--- src/rtl/branch_pkg.sv ---
// Shared constants for the branch predictor: condition-select encodings,
// 2-bit saturating counter states and the counter update helper.
package branch_pkg;

  localparam logic [2:0] BR_NONE = 3'b000;
  localparam logic [2:0] BR_EQ   = 3'b001;
  localparam logic [2:0] BR_NE   = 3'b010;
  localparam logic [2:0] BR_LT   = 3'b011;
  localparam logic [2:0] BR_GE   = 3'b100;
  localparam logic [2:0] BR_LTU  = 3'b101;
  localparam logic [2:0] BR_GEU  = 3'b110;

  typedef enum logic [1:0] {
    CNT_SNT = 2'b00,
    CNT_WNT = 2'b01,
    CNT_WT  = 2'b10,
    CNT_ST  = 2'b11
  } bht_state_e;

  // Saturating step toward the resolved direction.
  function automatic logic [1:0] bht_update(input logic [1:0] cur, input logic taken);
    logic [1:0] nxt;
    nxt = cur;
    if (taken) begin
      if (cur != CNT_ST) nxt = cur + 2'd1;
    end else begin
      if (cur != CNT_SNT) nxt = cur - 2'd1;
    end
    return nxt;
  endfunction

endpackage

--- src/rtl/branch_cond.sv ---
// Combinational branch condition decode from ALU flags.
module branch_cond
  import branch_pkg::*;
#(
  parameter int BRANCH_SRC_WIDTH = 3
) (
  input  logic [BRANCH_SRC_WIDTH-1:0] branch_src,
  input  logic                        zero,
  input  logic                        neg,
  input  logic                        negu,
  output logic                        branch
);

  always_comb begin
    branch = 1'b0;
    case (branch_src)
      BRANCH_SRC_WIDTH'(BR_EQ):  branch = zero;
      BRANCH_SRC_WIDTH'(BR_NE):  branch = ~zero;
      BRANCH_SRC_WIDTH'(BR_LT):  branch = neg;
      BRANCH_SRC_WIDTH'(BR_GE):  branch = ~neg | zero;
      BRANCH_SRC_WIDTH'(BR_LTU): branch = negu;
      BRANCH_SRC_WIDTH'(BR_GEU): branch = ~negu | zero;
      default:                   branch = 1'b0;
    endcase
  end

endmodule

--- src/rtl/branch_predict_unit.sv ---
// Bimodal branch predictor: 2-bit counter table, fetch lookup, execute update.
// Optional statistics counters are compiled in with BRANCH_STATS_EN.
module branch_predict_unit
  import branch_pkg::*;
#(
  parameter int BRANCH_SRC_WIDTH = 3,
  parameter int PC_WIDTH         = 32,
  parameter int BHT_DEPTH        = 64,
  parameter int STATS_WIDTH      = 32
) (
  input  logic                        clk,
  input  logic                        rst,
  input  logic [PC_WIDTH-1:0]         pc_if,
  output logic                        pred_taken,
  input  logic                        valid_ex,
  input  logic [PC_WIDTH-1:0]         pc_ex,
  input  logic [BRANCH_SRC_WIDTH-1:0] branch_src,
  input  logic                        zero,
  input  logic                        neg,
  input  logic                        negu,
  input  logic                        pred_taken_ex,
  output logic                        branch,
  output logic                        mispredict,
  output logic                        mispredict_taken
`ifdef BRANCH_STATS_EN
  ,
  output logic [STATS_WIDTH-1:0]      stat_branches,
  output logic [STATS_WIDTH-1:0]      stat_mispredicts
`endif
);

  localparam int IDX_W = $clog2(BHT_DEPTH);

  logic [1:0]       bht_reg [BHT_DEPTH];
  logic [IDX_W-1:0] if_idx;
  logic [IDX_W-1:0] ex_idx;
  logic             resolve;
  logic             miss;
  logic [1:0]       entry_next;
  logic             mispredict_reg;
  logic             mispredict_taken_reg;
  logic             unused_pc_bits;

  assign if_idx  = pc_if[IDX_W+1:2];
  assign ex_idx  = pc_ex[IDX_W+1:2];
  assign resolve = valid_ex && (branch_src != '0);
  assign miss    = branch != pred_taken_ex;

  assign unused_pc_bits = ^{pc_if[PC_WIDTH-1:IDX_W+2], pc_if[1:0],
                            pc_ex[PC_WIDTH-1:IDX_W+2], pc_ex[1:0]};

  branch_cond #(
    .BRANCH_SRC_WIDTH(BRANCH_SRC_WIDTH)
  ) u_cond (
    .branch_src(branch_src),
    .zero      (zero),
    .neg       (neg),
    .negu      (negu),
    .branch    (branch)
  );

  // Lookup reads the pre-edge table: a same-cycle update is not forwarded.
  assign pred_taken = bht_reg[if_idx][1];
  assign entry_next = bht_update(bht_reg[ex_idx], branch);

  always_ff @(posedge clk) begin
    if (rst) begin
      for (int i = 0; i < BHT_DEPTH; i++) bht_reg[i] <= CNT_WNT;
      mispredict_reg       <= 1'b0;
      mispredict_taken_reg <= 1'b0;
    end else if (resolve) begin
      bht_reg[ex_idx]      <= entry_next;
      mispredict_reg       <= miss;
      mispredict_taken_reg <= branch;
    end else begin
      mispredict_reg       <= 1'b0;
    end
  end

  assign mispredict       = mispredict_reg;
  assign mispredict_taken = mispredict_taken_reg;

`ifdef BRANCH_STATS_EN
  logic [STATS_WIDTH-1:0] stat_branches_reg;
  logic [STATS_WIDTH-1:0] stat_mispredicts_reg;

  always_ff @(posedge clk) begin
    if (rst) begin
      stat_branches_reg    <= '0;
      stat_mispredicts_reg <= '0;
    end else if (resolve) begin
      if (stat_branches_reg != '1)
        stat_branches_reg <= stat_branches_reg + 1'b1;
      if (miss && (stat_mispredicts_reg != '1))
        stat_mispredicts_reg <= stat_mispredicts_reg + 1'b1;
    end
  end

  assign stat_branches    = stat_branches_reg;
  assign stat_mispredicts = stat_mispredicts_reg;
`else
  // Statistics counters are absent in this build.
`endif

endmodule
--- config.mk ---
export PLATFORM = sky130hd
export DESIGN_NAME = branch_predict_unit
export DESIGN_NICKNAME = d
export VERILOG_FILES = /design/src/rtl/branch_pkg.sv /design/src/rtl/branch_cond.sv /design/src/rtl/branch_predict_unit.sv
export SDC_FILE = /design/constraint.sdc
export NUM_CORES = 1
export LEC_CHECK = 0
export CORE_MARGIN = 2
export CORE_UTILIZATION = 35
export CTS_CLUSTER_DIAMETER = 100
export CTS_CLUSTER_SIZE = 10
export DETAILED_ROUTE_END_ITERATION = 12
export GPL_TIMING_DRIVEN = 1
export PLACE_DENSITY = 0.54
export SLEW_MARGIN = 10
export SYNTH_ARGS = -nofsm -noshare
export SYNTH_HDL_FRONTEND = slang
export SYNTH_SLANG_ARGS = --single-unit
--- constraint.sdc ---
create_clock -name clk -period 2.6 [get_ports clk]
set_clock_uncertainty 0.1 [all_clocks]
set_input_delay 0.39 -clock clk [delete_from_list [all_inputs] [get_ports clk]]
set_output_delay 0.39 -clock clk [all_outputs]
set_load 0.005 [all_outputs]
==> metrics.csv <==
metric,value,unit
setup_viol,62,
track_usage,0.243,
clockBufferDepth,2,
globalplace.congestion,0.899,
cts_tree,done,
overflow,0,
synth_cell_type_count,53,
rsz0062_at_grt,yes,
drc,0,
worst_slew_pin_slew,0.784,ns
cts_made_buffers,17,
drtPass1Iterations,6,
drt-total-wl,27700,µm
powerDensity,581,nW/µm²
synthCells,614,
synth_adder_area_share,0.00280,
dp_cells,978,
port_buffers,25,
path_clk_slew,0.06,ns
final_util,0.529,
largest_reg_flops,128,
grt_pass1_vias,6443,
rows,53,
cts_root_buf,clkbuf_16,
cts_sinks,130,
final_common_cell,edfxtp_1,
synth-seq-cells,130,
vias_per_cell,6.03,
worstSetupPathType,register to primary output,
critPathCaptureType,primary output,
cts_hold_buffers,0,
area_growth,47.0,%
synth_top_family_by_area,simple AND/OR/NAND/NOR gates,
hold_class,input port to register,
fin_crit_sh,1.08,
ant_nets,0,
slew_headroom,0.474,
synth-xor-area-share,0.00115,
yosysSeqAreaShare,0.510,
worst_setup_path_start_kind,register,
ios,78,
antenna_found_initial,0,
synth_area_per_cell,12.4,µm²
grt_pass1_wl,40100,µm
maxSlewViolCount,0,
worst_slack,-0.216,ns
hold_viol,0,
placed_cell_area,9040,µm²
synthMuxAreaShare,0.134,
outcome,"complete, but fails checks",
synth.net_count,688,
first_iter_violations,711,
path_max_fanout,2,
fin_area,11200,µm²
cts_max_level,4,
vias,6303,
die_area,22900,µm²
synth_top_area_share,0.505,
crit_arrival,2.33,ns
period_minus_slack,2.82,ns
synth_area,7610,µm²
final_cell_mix,"edfxtp_1, buf_4, nand3_2",
worstPathRequired,2.11,ns
final-instance-count-excl-fill,1045,
synth_compound_area_frac,0.0987,
start_util,0.360,
yosys.area.top_type,edfxtp_1,
die_x,151,µm
drive_above_1_share,0.531,
final_nets,831,
diodes,0,
synthArstFlopShare,0,
synthFlopType,edfxtp_1,
max_cap_violations,0,
yosysWarnings,0,
p_leak,0.00391,µW
fp.coreArea,21200,µm²
yosys-top-cells-area,"edfxtp_1, mux4_2, nand3_1",
clk_latency,0.44,ns
fillCellCount,1721,
synth-simple-area-share,0.200,
fmax,355,MHz
dp_hpwl,17900,µm
wl_per_cell,26.5,µm
vdd_drop_max,0.000368,V
grt_max_degree,36,
failed_checks,negative setup slack,
die_h,151,µm
synth-edff-count,128,
cell usage after synthesis (all sizes together), types with 3 or more instances:
master	number
a211oi	4
a21o	33
a21oi	13
a221oi	3
a22o	4
a22oi	3
and3	4
buf	36
clkbuf	38
edfxtp	128
inv	4
mux2i	34
mux4	30
nand2	28
nand2b	13
nand3	71
nand3b	8
nor2	28
nor2b	4
nor3	35
nor4	32
o21ai	3
o21bai	21
o22ai	7
o31ai	3
final cells by class:
type                    count  area, µm²  area share
well taps                 275        344      0.0308
clock buffers              17        425      0.0380
multi-input cells         406       4170       0.372
flip-flops and latches    130       3880       0.347
repair buffers            198       2160       0.193
clock inverters            15        190      0.0170
inverters                   4       15.0     0.00134
logic make-up (layout without fill, tap and decap cells):
group / Yosys count / count (layout)
and+or+nand+nor: 236 / 236
DFF: 130 / 130
AOI/OAI and AO/OA: 103 / 103
buffers and inverters: 78 / 234
muxes: 64 / 64
adders and majority gates: 2 / 2
xor gates and xnor gates: 1 / 1
worst paths after layout:
check | start | slack, ns | to | depth (start not counted)
setup / recovery | bht_reg[51][1]$_SDFFCE_PN0P_ | -0.22 | pred_taken | 5
hold / removal | rst | 0.38 | mispredict_taken$_SDFFE_PP0N_ | 3
setup reg to reg | bht_reg[44][1]$_SDFFCE_PN0P_ | -0.09 | bht_reg[43][0]$_SDFFCE_PN1P_ | 10
hold reg to reg | mispredict_taken$_SDFFE_PP0N_ | 0.40 | mispredict_taken$_SDFFE_PP0N_ | 2
metal layers:
layer  GRT usage  share of wire
met1       0.315           0.39
met2       0.387           0.47
met3      0.0638          0.098
met4       0.100          0.045
met5           0              0
worst max-delay path, cell delays in order, from the launching register on:
cell,delay (ns)
edfxtp_1,0.43
mux4_2,0.50
mux4_2,0.52
mux2i_4,0.22
a21oi_2,0.09
buf_2,0.13
stage by stage:
step / TNS, ns / setup slack [ns] / hold WS [ns] / power (µW)
after global placement: -99.10 / -0.884 / 0.378 / 3340
after floorplan: -0.000570 / -0.000570 / 0.389 / 2970
after CTS: -1.73 / -0.219 / 0.384 / 6250
after detailed placement: -102.25 / -0.958 / 0.402 / 3350
after global routing: -8.91 / -0.274 / 0.431 / 6620
final: -1.78 / -0.216 / 0.382 / 6500
report_power, final:
part,internal (µW),switching [µW],total [µW]
sequential,2350,38.5,2390
clock,1590,963,2560
combinational,736,818,1550
total,4680,1820,6500
repair_timing:
action	4_1_cts	5_1_grt
endpoints found under the hold margin	0	0
setup buffers	17	5
pin swaps	31	31
gates resized for setup	100	117
cloned	10	8
setup endpoints to repair	130	128
No activity file was read; power rests on OpenSTA's default activity.
